[src/rtl/pwd_lock_ctrl.sv]
// Keypad password lock: 4-digit BCD entry from four debounced buttons,
// unlock/relock, password change while open, and timed alarm lockout.
module pwd_lock_ctrl #(
    parameter logic [15:0] PWD_DEFAULT   = 16'h1234,
    parameter int          MAX_ERR       = 3,
    parameter int          LOCKOUT_TICKS = 1000
) (
    input  logic       myclk,
    input  logic       rst,
    input  logic [3:0] btn,
    output logic       unlocked,
    output logic       alarm,
    output logic [2:0] state,
    output logic [1:0] digit_idx,
    output logic [3:0] cur_digit,
    output logic [1:0] err_cnt
);
    typedef enum logic [2:0] {
        ENTRY  = 3'd0,
        CHECK  = 3'd1,
        OPEN   = 3'd2,
        SETPWD = 3'd3,
        ALARM  = 3'd4
    } st_t;

    localparam logic [1:0]  MAX_ERR_L = 2'(MAX_ERR);
    localparam logic [15:0] LOCK_LOAD = 16'(LOCKOUT_TICKS - 1);

    st_t             st;
    logic [3:0]      btn_q;
    logic [3:0]      press;
    logic            one_press;
    logic [3:0][3:0] entry;
    logic [3:0][3:0] entry_fin;
    logic [15:0]     pwd;
    logic [15:0]     lock_cnt;
    logic [1:0]      slot;
    logic [1:0]      err_inc;
    logic [1:0]      idx_inc;
    logic [3:0]      cur_inc;

    assign state     = st;
    assign press     = btn & ~btn_q;
    assign one_press = $onehot(press);
    // Digit 0 is typed first and lands in the top nibble, so slot = 3 - idx.
    assign slot      = ~digit_idx;
    assign err_inc   = err_cnt + 2'd1;
    assign idx_inc   = (digit_idx == 2'd3) ? 2'd3 : digit_idx + 2'd1;
    assign cur_inc   = (cur_digit == 4'd9) ? 4'd0 : cur_digit + 4'd1;

    always_comb begin
        entry_fin       = entry;
        entry_fin[slot] = cur_digit;
    end

    always_ff @(posedge myclk or posedge rst) begin
        if (rst) begin
            st        <= ENTRY;
            btn_q     <= 4'b1111;
            pwd       <= PWD_DEFAULT;
            entry     <= '0;
            digit_idx <= 2'd0;
            cur_digit <= 4'd0;
            err_cnt   <= 2'd0;
            lock_cnt  <= 16'd0;
            unlocked  <= 1'b0;
            alarm     <= 1'b0;
        end else begin
            btn_q <= btn;
            case (st)
                ENTRY, SETPWD: begin
                    if (one_press) begin
                        if (press[0]) begin
                            cur_digit <= cur_inc;
                        end else if (press[1]) begin
                            entry[slot] <= cur_digit;
                            cur_digit   <= 4'd0;
                            digit_idx   <= idx_inc;
                        end else if (press[2]) begin
                            entry <= entry_fin;
                            if (st == ENTRY) begin
                                st <= CHECK;
                            end else begin
                                pwd <= entry_fin;
                                st  <= OPEN;
                            end
                        end else if (st == ENTRY) begin
                            entry     <= '0;
                            digit_idx <= 2'd0;
                            cur_digit <= 4'd0;
                        end else begin
                            st <= OPEN;
                        end
                    end
                end
                CHECK: begin
                    if (entry == pwd) begin
                        st       <= OPEN;
                        unlocked <= 1'b1;
                        err_cnt  <= 2'd0;
                    end else begin
                        err_cnt <= err_inc;
                        if (err_inc == MAX_ERR_L) begin
                            st       <= ALARM;
                            alarm    <= 1'b1;
                            lock_cnt <= LOCK_LOAD;
                        end else begin
                            st        <= ENTRY;
                            entry     <= '0;
                            digit_idx <= 2'd0;
                            cur_digit <= 4'd0;
                        end
                    end
                end
                OPEN: begin
                    if (one_press && (press[2] || press[3])) begin
                        st        <= press[2] ? ENTRY : SETPWD;
                        unlocked  <= press[3];
                        entry     <= '0;
                        digit_idx <= 2'd0;
                        cur_digit <= 4'd0;
                    end
                end
                ALARM: begin
                    if (lock_cnt == 16'd0) begin
                        st        <= ENTRY;
                        alarm     <= 1'b0;
                        err_cnt   <= 2'd0;
                        entry     <= '0;
                        digit_idx <= 2'd0;
                        cur_digit <= 4'd0;
                    end else begin
                        lock_cnt <= lock_cnt - 16'd1;
                    end
                end
                default: begin
                    st        <= ENTRY;
                    unlocked  <= 1'b0;
                    alarm     <= 1'b0;
                    entry     <= '0;
                    digit_idx <= 2'd0;
                    cur_digit <= 4'd0;
                end
            endcase
        end
    end
endmodule

[config.mk]
export PLATFORM = sky130hd
export DESIGN_NAME = pwd_lock_ctrl
export DESIGN_NICKNAME = d
export VERILOG_FILES = /design/src/rtl/pwd_lock_ctrl.sv
export SDC_FILE = /design/constraint.sdc
export NUM_CORES = 1
export LEC_CHECK = 0
export CELL_PAD_IN_SITES_DETAIL_PLACEMENT = 1
export CELL_PAD_IN_SITES_GLOBAL_PLACEMENT = 2
export CORE_UTILIZATION = 39
export DETAILED_ROUTE_END_ITERATION = 8
export PLACE_DENSITY = 0.87
export SLEW_MARGIN = 30
export SYNTH_ARGS = -nofsm -noshare
export SYNTH_HDL_FRONTEND = slang
export SYNTH_SLANG_ARGS = --single-unit
[constraint.sdc]
create_clock -name myclk -period 4.35 [get_ports myclk]
set_clock_uncertainty 0.1 [all_clocks]
set_input_delay 0.6525 -clock myclk [delete_from_list [all_inputs] [get_ports myclk]]
set_output_delay 0.6525 -clock myclk [all_outputs]
set_load 0.01 [all_outputs]
==> results of run 1 <==
==> cells by family after synthesis <==
kind of cell | count (synthesis) | synth area share [%]
xor+xnor | 27 | 6.398
mux | 6 | 1.693
buf+inv | 24 | 2.776
simple gates | 152 | 23.97
compound gates | 90 | 17.81
fa+ha+maj | 9 | 3.047
flops | 65 | 44.31
==> routing by layer <==
metal  vias to the layer above  wire [um]  part of all wire, %
met5                         -          0                    0
met4                         0        153                  1.6
met3                        13        206                  2.2
met2                        40       4601                   49
met1                      1470       4419                   47
li1                       1390          -                    -
==> power by group through the flow <==
stage | clock (mW) | combinational (mW) | sequential [mW]
after floorplan | 0 | 0.754 | 0.941
after global placement | 0 | 0.971 | 1.00
after detailed placement | 0 | 1.00 | 1.01
after CTS | 0.604 | 1.02 | 1.00
after global routing | 0.630 | 1.12 | 1.03
final | 0.596 | 1.00 | 1.00
==> worst register-to-register path, delay by kind of cell (launching register included) <==
family,cells,cell delay (ns)
mux,1,0.35
simple gates,3,0.89
fa+ha+maj,4,1.08
buf+inv,1,0.10
flops,1,0.36
compound gates,2,0.51
==> per-stage QoR <==
stage | hold WS (ns) | utilization (%) | worst slack, ns | cell area (um^2)
4_1_cts | 0.4160 | 46.10 | 0.4010 | 4239
6_report | 0.4137 | 46.10 | 0.4080 | 4239
3_5_place_dp | 0.4052 | 43.61 | 0.02682 | 4010
3_3_place_gp | 0.3973 | 43.61 | 0.2211 | 4010
5_1_grt | 0.4371 | 46.10 | 0.2447 | 4239
2_1_floorplan | 0.3875 | - | 0.7502 | 3696
==> sequential cells by signal (all words and copies together) (netlist names) <==
| name | flops |
|---|---|
| unlocked | 1 |
| state | 3 |
| cur_digit | 4 |
| digit_idx | 2 |
| alarm | 1 |
| pwd | 16 |
| btn_q | 4 |
| entry | 16 |
| lock_cnt | 16 |
| err_cnt | 2 |
==> cell type report <==
cell class / count / area (um^2)
Clock buffer: 10 / 137.6
Clock inverter: 6 / 91.34
Fill cell: 1065 / 4957
Inverter: 8 / 30.03
Multi-Input combinational cell: 284 / 1958
Sequential cell: 65 / 1638
Tap cell: 111 / 138.9
Timing Repair Buffer: 25 / 245.2
==> cell usage in the layout (no fill, tap or decap), types with 4 or more instances in the layout <==
cell type                         instances
sky130_fd_sc_hd__mux2i_1                  4
sky130_fd_sc_hd__xnor2_1                  6
sky130_fd_sc_hd__a31oi_1                 17
sky130_fd_sc_hd__dfrtp_1                 56
sky130_fd_sc_hd__nand2b_1                 8
sky130_fd_sc_hd__nor2_1                  38
sky130_fd_sc_hd__nand3_1                  4
sky130_fd_sc_hd__clkbuf_8                10
sky130_fd_sc_hd__clkdlybuf4s50_1         18
sky130_fd_sc_hd__a211o_1                  4
sky130_fd_sc_hd__nor3_1                   9
sky130_fd_sc_hd__ha_1                     9
sky130_fd_sc_hd__a32o_2                   6
sky130_fd_sc_hd__nor3b_1                  4
sky130_fd_sc_hd__xor2_1                  21
sky130_fd_sc_hd__nor4_2                   5
sky130_fd_sc_hd__dfstp_2                  9
sky130_fd_sc_hd__nand2_1                 44
sky130_fd_sc_hd__nor2b_1                  7
sky130_fd_sc_hd__a32o_1                   8
sky130_fd_sc_hd__inv_1                    7
sky130_fd_sc_hd__a21oi_1                 21
sky130_fd_sc_hd__o21ai_0                 14
sky130_fd_sc_hd__buf_4                    6
==> final timing paths <==
path | start | endpoint | cells past startpoint
setup reg to reg | btn_q[1] | cur_digit[3] | 11
max in group asynchronous | rst | pwd[9] | 3
hold reg to reg | pwd[4] | pwd[4] | 2
hold / removal | pwd[4] | pwd[4] | 2
setup / recovery | btn[1] | cur_digit[3] | 12
min in group asynchronous | rst | entry[7] | 2
==> impl_summary.md, run 1 <==
Synthesis
The Yosys step of the flow raised 0 warnings. When the netlist entered floorplanning its net count stood at 388. The largest total area in the synthesized netlist belongs to sky130_fd_sc_hd__dfrtp_1.

The average size of a mapped cell is 9.909 um^2. The synthesized netlist contains 58 unique library cells. The most used flip-flop cell after synthesis is sky130_fd_sc_hd__dfrtp_1.

The number of flops mapped to enable cells by yosys is 0. The cell area after synthesis is 3696 um^2. Summed over its instances, the top area cell type makes up 37.91% of the synthesized netlist area. Counting instances in the post-synthesis netlist gives the leading cell types as sky130_fd_sc_hd__dfrtp_1, sky130_fd_sc_hd__nand2_1, sky130_fd_sc_hd__nor2_1. The cell count after synthesis is 373.

The total of flip-flops plus latches after synthesis is 65. Yosys attributes the largest share of cell area to sky130_fd_sc_hd__dfrtp_1, sky130_fd_sc_hd__dfstp_2, sky130_fd_sc_hd__xor2_1. In the synthesized netlist the async set-or-reset flop fraction comes to 100.0%. sky130_fd_sc_hd__dfrtp_1 is the most common cell in the netlist. The share of the Yosys chip area taken by registers is 44.31%.

Timing
The number of pins exceeding their max-slew limit in the final report is 0. Setup repair after global routing left no endpoint under its margin. The final critical-path required period is 3.942 ns. The number of endpoints with negative hold slack in the final report was 0. The count of final setup violators is 0. The pin slew with the least headroom to its limit is 0.7543 ns. The worst pin sits at a relative slew slack of 49.64%.

The setup TNS after final layout is 0 ns. The upper clock frequency limit is 253.7 MHz. The final critical path takes up 90.62% of the cycle.

Route
The detailed-route vias per instance is 5.723. The routed wire length is 9.380 mm. The number of routed nets with antenna violations is 0.

The number of detailed-route iterations in the first pass is 6. The detailed router's first-iteration violation count is 145. The per-cell routed wire length is 18.43 um. The post-route DRC violation count is 0. The detailed router placed 2913 vias in this run.

GRT
Global routing used 33.55% of the available met2 tracks. The pin count of the biggest net entering global routing is 35. The total global-route track usage is 20.46%. After global routing the overflow that remains totals 0. The first global-routing pass estimated 15.73 mm of wire.

The met1 usage in global routing is 27.90%. The via count of the first global-routing pass came to 3047. Global routing used 3.022% of the available met3 tracks.

The number of antenna violations at the first check in global routing is 0. In this run the most used layer during global routing was met2.

Worst setup path
By instance count, the cell type seen most on the critical path is sky130_fd_sc_hd__ha_1. The critical path's slowest cell is sky130_fd_sc_hd__or3b_2. The reg-to-reg setup timing slack is 0.85 ns.

STA classifies the critical path endpoint as a register. The largest single stage delay on the critical path is 0.49 ns. The arrival time reported for the critical path endpoint is 4.07 ns. Among cell families on the critical path, the largest total delay comes from adder cells. The worst path buffer plus inverter count is 2. The required time at the worst-slack endpoint is 4.48 ns. The worst setup path is launched from an input pin. In this run the worst path has a maximum fanout of 5. The type of the worst setup path is in -> reg. Walking the worst path, the cells encountered are clkdlybuf4s50_1 -> nor2b_1 -> inv_1 -> ha_1 -> ha_1 -> ha_1 -> ha_1 -> or3b_2 -> a221oi_1 -> a21oi_2 -> nor2_1 -> mux2_1.

Power and ir drop
The net load switching power is 1.061 mW. Sequential cells burn 38.6% of the power. Internal power comes to 1.543 mW. Combinational cells account for 38.5% of the total power.

The power per unit of standard cell area is 614.1 nW/um^2. The clock network fraction of total power is 22.9%. Across the VDD grid, the largest voltage drop is 0.3485 mV. The analysis attributes to cell leakage a power of 1.857 nW. The switching portion of total power is 40.74%. Overall power consumption after layout is estimated at 2.603 mW.

CTS
The number of clock buffers added by TritonCTS is 9. The tree is rooted in a sky130_fd_sc_hd__clkbuf_8. The count of instances resized after the clock tree is built is 0.

The number of clock sinks is 65. The CTS H-tree depth is 3. After clock tree synthesis, the setup repair step added 0 buffers. TritonCTS built the clock tree. The later-pin clock latency in the skew report is 0.35 ns. Hold repair after CTS inserted 0 buffers. After clock tree synthesis, the clock-pin slew on the worst setup and hold paths is 0.08 ns. The clock passes through at most 2 buffers.

Layout
Relative to the synthesized area, the layout overhead comes to 14.69%. After the flow finishes, the layout carries non-filler instances totaling 509. The fraction of layout cells with a size suffix above 1 is 16.33%. The final net count is 408.

0 antenna diodes ended up in the layout.

Floorplan
The placeable core region is 9196 um^2. From left edge to right edge, the die measures 99.35 um. The floorplan step defined a die boundary enclosing 9870 um^2. For this configuration, the core starts out at a cell density of 40.19%. Pin placement for this block handled 19 I/O pins. The site row count is 35. The floorplan die height is 99.35 um.

Worst hold path
The worst hold path class is reg -> reg.

Outcome
The flow ran to the end, and the final reports show no timing, DRC or antenna violations.

Place
The weighted congestion reported at the end of routability-driven placement is 0.8775. The number of buffers added on ports is 18. Summed over all nets, the half-perimeter wirelength after detailed placement is 6.490 mm. Including well taps, the total number of placed cells is 493.

Flow run
The max-cap violation count is 0.
No activity file was read; power rests on OpenSTA's default activity.
==> run 2: changes to the inputs <==
- SETUP_SLACK_MARGIN: default -> 0.4
==> impl_summary.md, run 2 (synthesis gave the netlist of run 1 again) <==
Worst setup path
In this run the worst setup path begins at btn[1]. The required time at the worst-slack endpoint is 4.48 ns. Measured in cells, the most critical reg-to-reg path has a length of 10. The launch point of the worst reg-to-reg path is btn_q[0].

By startpoint and endpoint, the worst setup path is classified as in -> reg. The type of element launching the critical path is an input pin. For the worst setup path, the data arrival time is 3.94 ns. STA classifies the critical path endpoint as a register.

The worst-path maximum fanout is 5.

Floorplan
The die is 99.35 um wide. The boundary pin count is 19. The die outline area is 9870 um^2. The floorplan die height is 99.35 um. The core region is 9196 um^2.

The initial core utilization is 40.19%. The floorplan has 35 rows.

Worst hold path
The path class of the tightest hold or removal check is reg -> reg. The cell depth of the worst hold path is 2. The launch instance of the worst min-delay path is pwd[4].

Timing
Setup repair after global routing left no endpoint under its margin. At the pin with the least slew margin, the transition time is 0.7540 ns. The relative max-transition margin is 49.66%. The setup TNS after final layout is 0 ns. The part of the cycle the worst path needs is 87.61%. The final critical-path required period is 3.811 ns. The count of final setup violators is 0. The number of pins exceeding their max-slew limit in the final report is 0. Across all setup checks in the final design, the least slack found is 0.5391 ns. The number of endpoints with negative hold slack in the final report is 0.

The upper clock frequency limit is 262.4 MHz.

GRT
Entering global routing, the biggest net connects 35 pins. In the global route stage, met1 resource usage came out at 27.90%. The via count of the first global-routing pass is 3047. The number of antenna violations at the first check in global routing came to 0. The overall overflow remaining after global route is 0. Global routing used 33.55% of the available met2 tracks. The global routing met3 resource utilization is 3.022%. The first global-routing pass estimated 15.73 mm of wire. In this run the most used layer during global routing was met2.

The total global-route track usage is 20.46%.

Power and ir drop
Summed over all cells, the static leakage comes to 1.859 nW. The sequential share of power is 38.3%. In this run, the combinational gates consume 39.1% of the power.

The power per unit of standard cell area is 614.8 nW/um^2. The clock network fraction of total power is 22.6%. The net load switching power is 1.072 mW. Net switching is 40.93% of the power. The worst-case IR drop observed on VDD is 0.3457 mV.

The internal power contribution is 1.547 mW.

Layout
Leaving out fill and tap cells, the most frequent cell in the layout is sky130_fd_sc_hd__dfrtp_1. The fill cell instance count of the final layout is 1065. For this run, the post-layout net count is 408. 0 antenna diodes ended up in the layout. The final cell area excluding filler cells is 4260 um^2.

The fraction of layout cells with a size suffix above 1 is 16.83%. For this run, the number of standard cells in the final layout without fillers is 509. The largest registers in the layout are entry x16, lock_cnt x16, pwd x16.

The area growth from synthesis to layout is 15.27%. The library cells used most frequently in the layout, excluding fill and tap cells, are sky130_fd_sc_hd__dfrtp_1, sky130_fd_sc_hd__nand2_1, sky130_fd_sc_hd__nor2_1.

CTS
The clock passes through at most 2 buffers. In this run the post-CTS setup repair buffer count came out at 0. Clock latency on the worst-skew pair, taken at its later pin, is 0.35 ns. The CTS H-tree depth is 3. The tree is rooted in a sky130_fd_sc_hd__clkbuf_8.

The number of buffers created by CTS is 9. The number of clock sinks is 65. The CTS tree is done. After clock tree synthesis, the clock-pin slew on the worst setup and hold paths is 0.08 ns.

Route
The detailed-route vias per instance is 5.703. The post-route DRC violation count is 0. The final layout contains routed wiring with a total length of 9.348 mm. The total number of vias is 2903. The detailed router's first-iteration violation count is 117.

The number of routed nets with antenna violations is 0. Before antenna repair, the detailed router went through 6 iterations. The per-cell routed wire length is 18.37 um.

Flow run
The max-cap violation count is 0.

Place
The congestion estimate from routability-driven global placement came to 0.8775. The number of buffers added on ports is 18. The area of placed instances is 4010 um^2. The worst setup slack after placement is 0.02682 ns. Once placement completed, the tool counted placed cells totaling 493. The placed wire-length estimate after detailed placement is 6.490 mm.

Outcome
The flow ran to the end, and the final reports show no timing, DRC or antenna violations.
## run 2: through the flow
step / hold slack [ns] / utilization [%] / total power, mW
floorplan: 0.3875 / - / 1.695
global placement: 0.3973 / 43.61 / 1.975
detailed placement: 0.4052 / 43.61 / 2.017
CTS: 0.4160 / 46.10 / 2.628
global route: 0.4371 / 46.33 / 2.801
finish: 0.4138 / 46.33 / 2.619
## run 2: timing repair
action | 4_1_cts | 5_1_grt
setup endpoints to repair | 0 | 18
hold buffers | 0 | 0
resized for setup | 0 | 4
## run 2: power groups by stage
| stage | logic (mW) | clock network (mW) | registers, mW |
|---|---|---|---|
| 6_report | 1.02 | 0.592 | 1.00 |
| 5_1_grt | 1.14 | 0.630 | 1.03 |
| 4_1_cts | 1.02 | 0.604 | 1.00 |
| 3_5_place_dp | 1.00 | 0 | 1.01 |
| 3_3_place_gp | 0.971 | 0 | 1.00 |
| 2_1_floorplan | 0.754 | 0 | 0.941 |
## run 2: cell type report
cell class	count	area (um^2)	share of cell area (%)
Multi-Input combinational cell	284	1979	46.46
Sequential cell	65	1638	38.44
Timing Repair Buffer	25	245.2	5.756
Tap cell	111	138.9	3.260
Clock buffer	10	137.6	3.231
Clock inverter	6	91.34	2.144
Inverter	8	30.03	0.7048
## run 2: worst paths after layout
kind | slack, ns | to
setup / recovery | 0.54 | cur_digit[3]
hold / removal | 0.41 | pwd[4]
setup reg to reg | 0.97 | cur_digit[3]
hold reg to reg | 0.41 | pwd[4]
max in group asynchronous | 2.68 | pwd[9]
min in group asynchronous | 0.66 | lock_cnt[6]
## run 2: worst max-delay path, cell delays in order
cell                              delay, ns
sky130_fd_sc_hd__clkdlybuf4s50_1       0.47
sky130_fd_sc_hd__nor2b_2               0.19
sky130_fd_sc_hd__inv_1                 0.09
sky130_fd_sc_hd__ha_1                  0.30
sky130_fd_sc_hd__ha_1                  0.28
sky130_fd_sc_hd__ha_1                  0.19
sky130_fd_sc_hd__ha_1                  0.31
sky130_fd_sc_hd__or3b_2                0.50
sky130_fd_sc_hd__a221oi_2              0.31
sky130_fd_sc_hd__a21oi_2               0.12
sky130_fd_sc_hd__nor2_1                0.19
sky130_fd_sc_hd__mux2_1                0.35
## run 2: per-layer routing
metal	wire [um]	vias up	share of wire (%)
met5	0	-	0
met4	148	0	1.6
met3	161	10	1.7
met2	4684	33	50
met1	4353	1468	47
li1	-	1392	-
==> run 3: changes to the inputs <==
- CORE_UTILIZATION: 39 -> 41
- CTS_BUF_LIST: default -> sky130_fd_sc_hd__clkbuf_8
- PLACE_DENSITY: 0.87 -> 0.91
==> impl_summary.md, run 3 (synthesis gave the netlist of run 1 again) <==
Route
The first detailed-routing pass took 4 iterations. Dividing the detail-routed wire length by the instance count gives 18.81 um. The number of routed nets with antenna violations is 0. In this run, the number of DRC markers left after iteration 0 of detailed routing was 97. The routed wire length is 9.498 mm.

After detailed routing, the number of vias per cell comes to 5.859. The total number of vias is 2959. After detailed routing, the number of remaining DRC violations is 0.

Place
The number of buffers added on ports is 18. The worst setup slack after placement is 0.1205 ns. The wire-length estimate of the detail-placed layout is 6.520 mm.

The area of placed instances is 3999 um^2. The post-placement cell count is 489. The weighted congestion reported at the end of routability-driven placement is 0.8603.

Outcome
The flow ran to the end, and the final reports show no timing, DRC or antenna violations.

Layout
The final cell area excluding filler cells is 4245 um^2. The repair_antennas step left the layout with diodes totalling 0. The sequential cells in the finished layout cover a total of 1638 um^2. Summing all multi-input logic gate instances after layout gives 1976 um^2.

In the final layout, the share of cells above drive strength 1 is 16.62%. The fill cell instance count of the final layout is 981. In the final layout, the registers with the most flip-flops are entry x16, lock_cnt x16, pwd x16. The area growth from synthesis to layout is 14.86%. In the final design database the tool counted 407 nets. The final standard cell utilization of the core is 48.68%. Leaving out fill and tap cells, the most frequent cell in the layout is sky130_fd_sc_hd__dfrtp_1. The final standard cell count with taps included and fillers excluded is 505. The top cell types in the final layout, fill and taps aside, are sky130_fd_sc_hd__dfrtp_1, sky130_fd_sc_hd__nand2_1, sky130_fd_sc_hd__nor2_1.

Worst setup path
Of all nets on the critical path, the largest fanout is 5. The critical path is of the in -> reg type. The kind of capture point of the worst setup path is a register. Traced cell by cell, the critical path runs through clkdlybuf4s50_1 -> nor2b_2 -> inv_1 -> ha_1 -> ha_1 -> ha_1 -> ha_1 -> or3b_2 -> a221oi_1 -> a21oi_2 -> nor2_2 -> mux2_1. Together, buffers and inverters on the worst path number 2. The reg-to-reg setup timing slack is 0.93 ns.

In this design, the stage delay of the slowest critical-path cell is 0.49 ns. The required time at the worst-slack endpoint is 4.49 ns. The critical path's top delay family is adder cells.

The type of element launching the critical path is an input pin. The cell with the most instances on the worst path is sky130_fd_sc_hd__ha_1. The largest individual stage delay along the critical path comes from the cell sky130_fd_sc_hd__or3b_2.

The arrival time reported for the critical path endpoint is 3.98 ns.

Power and ir drop
Sequential cells burn 38.1% of the power. The static leakage is 1.865 nW. The internal power of the cells totals 1.548 mW.

The share of total power dissipated in the clock network is 22.8%. The proportion of power drawn by combinational gates is 39.2%. Power spread over the standard cell area amounts to 622.7 nW/um^2. The post-route total power is 2.644 mW. The net load switching power is 1.095 mW. The maximum ir drop on the vdd rail is 0.3088 mV.

The switching portion of total power is 41.43%.

GRT
The number of antenna violations at the first check in global routing is 0. In this run the most used layer during global routing was met2. The total overflow left after global routing is 0. Entering global routing, the biggest net connects 38 pins. The first-pass GRT wire length is 16.18 mm. The met2 global-route usage is 36.29%.

The met1 usage in global routing is 27.89%. The via count of the first global-routing pass is 3195. For this run, the total global-route usage over all layers was measured as 21.71%.

The global routing met3 resource utilization is 3.974%.

Timing
Counting I/O delays and the setup requirement, the final critical path takes 3.837 ns. The number of pins exceeding their max-slew limit in the final report was 0. The count of final setup violators is 0. Based on the critical path, the design can be clocked at up to 260.6 MHz. Setup slack on the critical path of the routed design comes to 0.5127 ns. The relative max-transition margin is 45.70%. The pin slew with the least headroom to its limit is 0.8115 ns.

In the finished design, the share of the clock period the worst path needs comes to 88.21%. The number of endpoints with negative hold slack in the final report was 0. In the final timing run, aggregate negative setup slack is 0 ns. Setup repair after global routing left no endpoint under its margin. Across all hold checks on the routed design, the worst slack comes to 0.4177 ns.

Floorplan
The die covers 9398 um^2. The site row count is 34. The boundary pin count is 19. The floorplan die height is 96.95 um. The total area inside the core boundary comes to 8721 um^2. The initial utilization of the core area, before any placement, comes to 42.38%. The width of the die is 96.95 um.

CTS
The number of buffers created by CTS is 9. The CTS tree is done. The number of buffers between clock root and the deepest sink is 2. The clock tree synthesis step divided the H-tree into 3 levels.

The root buffer selected by CTS is sky130_fd_sc_hd__clkbuf_8. The later-pin clock latency in the skew report is 0.36 ns. Clock-pin slew was measured on the worst setup and hold paths at 0.08 ns.

The number of clock sinks is 65.

Flow run
The max-cap violation count is 0.

Worst hold path
The path class of the tightest hold or removal check is reg -> reg.
[run 3: power groups by stage]
| stage | Clock (mW) | Combinational (mW) | Sequential (mW) |
|---|---|---|---|
| after global placement | 0 | 0.970 | 1.00 |
| after floorplan | 0 | 0.754 | 0.941 |
| after detailed placement | 0 | 1.01 | 1.01 |
| after CTS | 0.614 | 1.03 | 1.01 |
| after global routing | 0.632 | 1.14 | 1.04 |
| final | 0.602 | 1.04 | 1.01 |
[run 3: worst register-to-register path: stages (launching register included)]
cell and delay, ns:
sky130_fd_sc_hd__dfstp_2 0.53, sky130_fd_sc_hd__nand2b_1 0.13, sky130_fd_sc_hd__ha_1 0.24, sky130_fd_sc_hd__ha_1 0.28, sky130_fd_sc_hd__ha_1 0.19, sky130_fd_sc_hd__ha_1 0.30, sky130_fd_sc_hd__or3b_2 0.49, sky130_fd_sc_hd__a221oi_1 0.37
sky130_fd_sc_hd__a21oi_2 0.16, sky130_fd_sc_hd__nor2_2 0.16, sky130_fd_sc_hd__mux2_1 0.35
[run 3: metal layers]
layer / up-vias / part of all wire, %
met4: 0 / 1.9
li1: 1392 / -
met2: 40 / 51
met5: - / 0
met1: 1511 / 45
met3: 16 / 2.4
[run 3: cell type report]
class	count	area share, %
clock buffers	10	3.242
flip-flops and latches	65	38.58
multi-input cells	284	46.54
repair buffers	24	5.600
well taps	108	3.183
inverters	8	0.7073
clock inverters	6	2.151
[run 3: worst paths after layout]
check | depth (start not counted) | start | end
min in group asynchronous | 2 | rst | lock_cnt[11]
max in group asynchronous | 3 | rst | pwd[2]
max reg2reg | 10 | btn_q[0] | cur_digit[3]
min reg2reg | 2 | pwd[2] | pwd[2]
max | 12 | btn[1] | cur_digit[3]
min | 2 | pwd[2] | pwd[2]
[run 3: repair_timing]
action | in CTS | in global routing
setup endpoints to repair | 0 | 12
hold buffers | 0 | 0
buffers inserted | 0 | 0
resized for setup | 0 | 4
